File: src/rtl/cfg_stream_loader.sv
// Serial configuration loader: sync search, shadow staging, checksum verify, then a
// one-word-per-cycle commit burst into the fabric configuration registers.
module cfg_stream_loader #(
  parameter int unsigned NUM_WORDS = 10,
  parameter int unsigned WORD_W    = 32,
  parameter int unsigned ADDR_W    = 4
) (
  input  logic              clock,
  input  logic              reset_n,
  input  logic              start,
  input  logic              sin,
  input  logic              sen,
  output logic              cfg_we,
  output logic [ADDR_W-1:0] cfg_addr,
  output logic [WORD_W-1:0] cfg_data,
  output logic              busy,
  output logic              cfg_done,
  output logic              cfg_error,
  output logic [ADDR_W-1:0] word_count
);

  localparam int unsigned CntW     = (WORD_W > 8) ? $clog2(WORD_W) : 3;
  localparam int unsigned IdxW     = ADDR_W + 1;
  localparam int unsigned NumBytes = WORD_W / 8;

  localparam logic [7:0]        SyncPat   = 8'hA5;
  localparam logic [CntW-1:0]   WordLast  = CntW'(WORD_W - 1);
  localparam logic [CntW-1:0]   CsumLast  = CntW'(7);
  localparam logic [ADDR_W-1:0] LastWord  = ADDR_W'(NUM_WORDS - 1);
  localparam logic [IdxW-1:0]   CommitEnd = IdxW'(NUM_WORDS);

  typedef enum logic [2:0] {
    StIdle, StSync, StLoad, StCheck, StCommit, StDone, StError
  } state_e;

  state_e            state_q, state_d;
  logic [7:0]        sync_q, sync_d;
  logic [WORD_W-1:0] word_q, word_d;
  logic [CntW-1:0]   bit_cnt_q, bit_cnt_d;
  logic [ADDR_W-1:0] word_count_q, word_count_d;
  logic [7:0]        csum_q, csum_d;
  logic [7:0]        chk_q, chk_d;
  logic [IdxW-1:0]   commit_idx_q, commit_idx_d;
  logic              cfg_we_q, cfg_we_d;
  logic [ADDR_W-1:0] cfg_addr_q, cfg_addr_d;
  logic [WORD_W-1:0] cfg_data_q, cfg_data_d;
  logic              shadow_we;
  logic [WORD_W-1:0] shadow_q [NUM_WORDS];

  function automatic logic [7:0] xor_bytes(input logic [WORD_W-1:0] w);
    logic [7:0] r;
    r = '0;
    for (int unsigned i = 0; i < NumBytes; i++) begin
      r = r ^ w[i*8 +: 8];
    end
    return r;
  endfunction

  always_comb begin
    state_d      = state_q;
    sync_d       = sync_q;
    word_d       = word_q;
    bit_cnt_d    = bit_cnt_q;
    word_count_d = word_count_q;
    csum_d       = csum_q;
    chk_d        = chk_q;
    commit_idx_d = commit_idx_q;
    cfg_we_d     = 1'b0;
    cfg_addr_d   = cfg_addr_q;
    cfg_data_d   = cfg_data_q;
    shadow_we    = 1'b0;

    if (start) begin
      // Restart wins over everything; the bit sampled on this edge is dropped.
      state_d      = StSync;
      sync_d       = '0;
      word_d       = '0;
      bit_cnt_d    = '0;
      word_count_d = '0;
      csum_d       = '0;
      chk_d        = '0;
      commit_idx_d = '0;
    end else begin
      unique case (state_q)
        StSync: begin
          if (sen) begin
            sync_d = {sync_q[6:0], sin};
            if (sync_d == SyncPat) begin
              state_d   = StLoad;
              bit_cnt_d = '0;
              word_d    = '0;
            end
          end
        end
        StLoad: begin
          if (sen) begin
            word_d    = {word_q[WORD_W-2:0], sin};
            bit_cnt_d = bit_cnt_q + 1'b1;
            if (bit_cnt_q == WordLast) begin
              shadow_we    = 1'b1;
              csum_d       = csum_q ^ xor_bytes(word_d);
              word_count_d = word_count_q + 1'b1;
              bit_cnt_d    = '0;
              if (word_count_q == LastWord) begin
                state_d = StCheck;
              end
            end
          end
        end
        StCheck: begin
          if (sen) begin
            chk_d     = {chk_q[6:0], sin};
            bit_cnt_d = bit_cnt_q + 1'b1;
            if (bit_cnt_q == CsumLast) begin
              bit_cnt_d = '0;
              if (chk_d == csum_q) begin
                state_d      = StCommit;
                commit_idx_d = '0;
              end else begin
                state_d = StError;
              end
            end
          end
        end
        StCommit: begin
          // Writes are registered, so the burst trails the state by one cycle.
          if (commit_idx_q == CommitEnd) begin
            state_d = StDone;
          end else begin
            cfg_we_d     = 1'b1;
            cfg_addr_d   = commit_idx_q[ADDR_W-1:0];
            cfg_data_d   = shadow_q[commit_idx_q[ADDR_W-1:0]];
            commit_idx_d = commit_idx_q + 1'b1;
          end
        end
        StIdle, StDone, StError: begin
        end
        default: state_d = StIdle;
      endcase
    end
  end

  always_ff @(posedge clock or negedge reset_n) begin
    if (!reset_n) begin
      state_q      <= StIdle;
      sync_q       <= '0;
      word_q       <= '0;
      bit_cnt_q    <= '0;
      word_count_q <= '0;
      csum_q       <= '0;
      chk_q        <= '0;
      commit_idx_q <= '0;
      cfg_we_q     <= 1'b0;
      cfg_addr_q   <= '0;
      cfg_data_q   <= '0;
    end else begin
      state_q      <= state_d;
      sync_q       <= sync_d;
      word_q       <= word_d;
      bit_cnt_q    <= bit_cnt_d;
      word_count_q <= word_count_d;
      csum_q       <= csum_d;
      chk_q        <= chk_d;
      commit_idx_q <= commit_idx_d;
      cfg_we_q     <= cfg_we_d;
      cfg_addr_q   <= cfg_addr_d;
      cfg_data_q   <= cfg_data_d;
    end
  end

  always_ff @(posedge clock or negedge reset_n) begin
    if (!reset_n) begin
      for (int unsigned i = 0; i < NUM_WORDS; i++) begin
        shadow_q[i] <= '0;
      end
    end else if (shadow_we) begin
      shadow_q[word_count_q] <= word_d;
    end
  end

  assign cfg_we     = cfg_we_q;
  assign cfg_addr   = cfg_addr_q;
  assign cfg_data   = cfg_data_q;
  assign word_count = word_count_q;
  assign busy       = (state_q == StSync) || (state_q == StLoad) ||
                      (state_q == StCheck) || (state_q == StCommit);
  assign cfg_done   = (state_q == StDone);
  assign cfg_error  = (state_q == StError);

endmodule
File: config.mk
export PLATFORM = sky130hd
export DESIGN_NAME = cfg_stream_loader
export DESIGN_NICKNAME = d
export VERILOG_FILES = /design/src/rtl/cfg_stream_loader.sv
export SDC_FILE = /design/constraint.sdc
export NUM_CORES = 1
export LEC_CHECK = 0
export CELL_PAD_IN_SITES_DETAIL_PLACEMENT = 0
export CELL_PAD_IN_SITES_GLOBAL_PLACEMENT = 1
export CORE_ASPECT_RATIO = 1.5
export CORE_UTILIZATION = 45
export DETAILED_ROUTE_END_ITERATION = 10
export GPL_ROUTABILITY_DRIVEN = 0
export PLACE_DENSITY = 0.74
export SYNTH_ARGS = -nofsm -noshare
export SYNTH_HDL_FRONTEND = slang
export SYNTH_SLANG_ARGS = --single-unit
File: constraint.sdc
create_clock -name clock -period 2.2 [get_ports clock]
set_clock_uncertainty 0.05 [all_clocks]
set_input_delay 0.66 -clock clock [delete_from_list [all_inputs] [get_ports clock]]
set_output_delay 0.66 -clock clock [all_outputs]
set_load 0.1 [all_outputs]
=== After elaboration in Yosys (flattened, before gate mapping) ===
Cells that the tools add are included.

* Add/subtract/negate cells: 3
* Order comparisons: 3
* Equality and inequality tests: 23
* Mux-type cells: 57
* Bitwise gates (word level): 8
* Reductions and logical operators: 20

{| class="wikitable"
|+ Operators by type and width
! operator !! count
|-
| bitwise mux 320 bit || 1
|-
| 2-to-1 mux 32 bit || 7
|-
| binary-select mux 32 bit (select 4 bit) || 1
|-
| demux 32 bit (select 4 bit) || 1
|-
| case mux 32 bit (2 select lines) || 1
|-
| 2-to-1 mux 5 bit || 12
|-
| 2-to-1 mux 7 bit || 6
|-
| 2-to-1 mux 8 bit || 4
|-
| XOR 8 bit || 4
|-
| inequality test 3 bit (second input constant) || 10
|-
| 2-to-1 mux 3 bit || 9
|-
| 2-to-1 mux 4 bit || 4
|-
| case mux 3 bit (5 select lines) || 1
|-
| case mux 5 bit (3 select lines) || 1
|-
| adder 5 x 1 -> 5 bit (second input constant) || 2
|-
| greater-or-equal comparator 5 bit (second input constant) || 2
|-
| NOT 4 -> 5 bit || 2
|-
| case mux 5 bit (2 select lines) || 1
|-
| AND reduction 5 bit || 2
|-
| nonzero test 2 bit || 5
|-
| equality test 3 bit (second input constant) || 3
|-
| AND reduction 9 bit || 1
|-
| equality test 8 bit || 1
|-
| equality test 8 bit (second input constant) || 1
|-
| 20 further kinds || 32
|}

* Bits in registers: 428
* Bits of input ports: 5
* Output and inout bits: 44
* Word-level logic and storage cells: 135

=== Logic depth before layout (Yosys ltp) ===
* Depth after elaboration: 8
* Gate-level depth with buffers: 11
* Gate-level depth less buffers: 8

=== Least setup slack after synthesis ===
OpenSTA, ideal clock, no wires.

* Path kind: reg-to-output
* Start point: reg state_q[0]
* End point: out cfg_error
* Arrival time: 2.778 ns
* Required time: 1.490 ns
* Setup slack: -1.288 ns
* Stages on the path, launching flop included: 4
* Buffers on the path: 2
* Cells stage by stage: dfrtp_1 > buf_2 > buf_1 > nor3_1

* Word-level cells in the longest chain between the ends: 1

{| class="wikitable"
|+ Ends and longest elaborated chain
! item !! line !! source
|-
| start, declared || 36 || <nowiki>state_e state_q, state_d;</nowiki>
|-
| start signal, assigned || 145 || <nowiki>state_q <= StIdle;</nowiki>
|-
| start signal, assigned || 157 || <nowiki>state_q <= state_d;</nowiki>
|-
| equality test 3 bit || 188 || <nowiki>assign cfg_error = (state_q == StError);</nowiki>
|-
| end, declared || 18 || <nowiki>output logic cfg_error,</nowiki>
|}

No other way between the ends.

=== Worst setup path in the final report ===
* Start point: reg state_q[2]
* End point: out cfg_error

Same word-level chain as after synthesis.

==> results.sh <==
export IMPL_run_status="complete, but fails checks"
export IMPL_violations="setup timing"
export IMPL_row_count=95
export IMPL_worst_setup_path_type="register to output pin"
export IMPL_antenna_found_initial=0
export IMPL_fillerInstances=3800
export IMPL_grt_max_degree=65
export IMPL_vdd_drop_max_v=0.0004561
export IMPL_power_mw=17.72
export IMPL_drt_iter0_drc=794
export IMPL_area_growth_pct=22.20
export IMPL_synth_net_count=1928
export IMPL_synth_ff_type="dfrtp_1"
export IMPL_yosysWarnings=0
export IMPL_track_usage_pct=23.94
export IMPL_numCtsBuffers=43
export IMPL_period_share_pct=105.9
export IMPL_drc=0
export IMPL_final_cell_mix="486 x nand2_1, 421 x dfrtp_1, 208 x o21ai_2"
export IMPL_ys_ff_latch=428
export IMPL_dieArea_um2=46240
export IMPL_h_tree_depth=2
export IMPL_fmax_ghz=0.4292
export IMPL_final_hold_viol_count=0
export IMPL_hpwl_um=33770
export IMPL_maxCapViolCount=0
export IMPL_critPathCaptureType="output pin"
export IMPL_die_h_um=262.9
export IMPL_cp_max_fo=3
export IMPL_cts_root_buf="clkbuf_16"
export IMPL_holdCritPathClass="input port to asynchronous set/reset pin"
export IMPL_cts_sinks=428
export IMPL_p_leak_nw=11.09
export IMPL_grt_setup_unrepaired="yes"
export IMPL_clk_latency_ns=0.55
export IMPL_diodes=0
export IMPL_route_vias_total=14410
export IMPL_finalSetupTns_ns=-0.3015
export IMPL_wire_per_inst_um=20.48
export IMPL_final_antenna_net_count=0
export IMPL_grt_overflow_total=0
export IMPL_whs_ns=0.05000
export IMPL_synth_cells=1915
export IMPL_setup_viol=3
export IMPL_avgSynthCellArea_um2=10.66
export IMPL_io_pins=49
export IMPL_worstPathCellList="buf_6, clkinvlp_4, nor3_4, buf_12"
export IMPL_period_minus_slack_ns=2.330
export IMPL_grt_pass1_wl_um=85610
export IMPL_portBuffers=48
export IMPL_synth_area_um2=20410
export IMPL_required_ns=1.49
export IMPL_final_util_pct=55.67
export IMPL_slowest_stage="dfrtp_2"
export IMPL_fin_area_um2=24950
export IMPL_wl_um=54270
export IMPL_cp_start_kind="register"
export IMPL_worst_slack_ns=-0.1302
export IMPL_seq_area_frac_synth_pct=52.47
export IMPL_final_common_cell="nand2_1"
export IMPL_firstDrtPassIters=5
export IMPL_finalNetCount=2049
export IMPL_ys_top_cells_by_area="dfrtp_1 52%, nand2_1 9.0%, o21ai_2 8.9%"
export IMPL_path_clk_slew_ns=0.06
export IMPL_ys_types=59
export IMPL_power_density_nw_per_um2=710.5
export IMPL_fp_dieW_um=175.9
export IMPL_async_flop_share_pct=100.0
export IMPL_finalMaxSlewViolations=0
export IMPL_drive_gt1_share_pct=29.98
export IMPL_tightest_slew_ns=0.6972
export IMPL_cp_slowest_stage_delay_ns=0.37
export IMPL_grt_pass1_vias=15040
export IMPL_initial_core_util_pct=45.55
export IMPL_critPathArrivalTime_ns=1.62
export IMPL_synth_top_cell_area_share_pct=52.47
export IMPL_cts_tree="yes"
export IMPL_clk_path_buf_depth=3
export IMPL_max_slew_margin_pct=52.89
export IMPL_viasPerCell=5.438
export IMPL_fp_coreArea_um2=44810
export IMPL_placedInstanceArea_um2=23290
export IMPL_synth_edff_count=0
export IMPL_yosys_area_top_type="dfrtp_1"
[cells by family (layout without fill, tap and decap cells)]
family                   count (synthesis)  after routing  share of synthesized area, %
XOR/XNOR                                46             46                         1.974
multiplexers                           105            105                         9.071
flip-flops                             428            428                         52.47
buffers and inverters                  203            356                         5.504
AND/OR/NAND/NOR                        635            635                         14.11
AO/OA/AOI/OAI                          490            490                         16.38
adder cells (fa/ha/maj)                  8              8                        0.4904
[worst max-delay path: cells and delay by family, from the launching register on]
family                 cells  cell delay, ns
buffers and inverters      3            0.45
flip-flops                 1            0.37
AND/OR/NAND/NOR            1            0.26
[sequential cells by signal, summed over array words and instances, names as in the netlist]
name and count:
cfg_addr 4, state_q 3, word_count 4, bit_cnt_q 5, shadow_q 320, sync_q 7
commit_idx_q 5, cfg_we 1, csum_q 8, chk_q 7, word_q 32, cfg_data 32
[path summary, 6_finish.rpt]
kind                               start            end  slack [ns]  cells past startpoint
min                              reset_n  shadow_q[168]        0.05                      1
min reg2reg                shadow_q[111]  shadow_q[111]        0.42                      2
max reg2reg                   state_q[2]   shadow_q[55]        0.06                      8
max in group asynchronous        reset_n   shadow_q[32]        1.35                      2
max                           state_q[2]      cfg_error       -0.13                      4
min in group clock         shadow_q[111]  shadow_q[111]        0.42                      2
[through the flow]
step	instances	setup slack (ns)
CTS	2642	-0.1455
global placement	2559	-0.5063
floorplan	1915	0.01506
global route	2650	-0.1849
finish	2650	-0.1302
detailed placement	2559	-0.5117
[power breakdown]
group / leakage, nW / total, mW / switching (mW) / internal, mW
Sequential: 5.97 / 8.00 / 0.0630 / 7.93
Combinational: 4.44 / 2.25 / 1.33 / 0.921
Clock: 0.684 / 7.48 / 3.12 / 4.36
Total: 11.1 / 17.7 / 4.51 / 13.2
[repair_timing]
action / CTS / global route
resized for setup: 6 / 22
setup endpoints to repair: 3 / 213
hold buffers: 0 / 0
setup buffers: 6 / 4
gates cloned: 0 / 4
pin swaps: 3 / 6
[cells in the mapped netlist (all sizes together) (7+ instances only)]
cell / instances
nor2: 30
mux4: 64
xnor2: 24
o21ai: 426
inv: 41
nand4: 7
mux2i: 41
buf: 103
a21oi: 13
dfrtp: 428
xor2: 22
and2: 32
clkbuf: 58
ha: 8
nand3: 20
nand2: 487
a31oi: 34
or2: 34
[routing by layer]
layer | routed length, um | global-route usage (%) | vias up
li1 | - | - | 6781
met1 | 22540 | 29.90 | 7267
met2 | 28410 | 42.88 | 272
met3 | 1704 | 2.590 | 92
met4 | 1618 | 7.803 | 0
met5 | 0 | 0 | -
[area by class of cell]
type                            count  area, um2  share of cell area (%)
Clock inverter                     13      180.2                  0.7223
Clock buffer                       64       1235                   4.951
Inverter                           42      165.2                  0.6621
Multi-Input combinational cell   1284       8690                   34.83
Timing Repair Buffer              237       3223                   12.92
Sequential cell                   428      10720                   42.99
Tap cell                          582      728.2                   2.919
No activity file was read; power rests on OpenSTA's default activity.
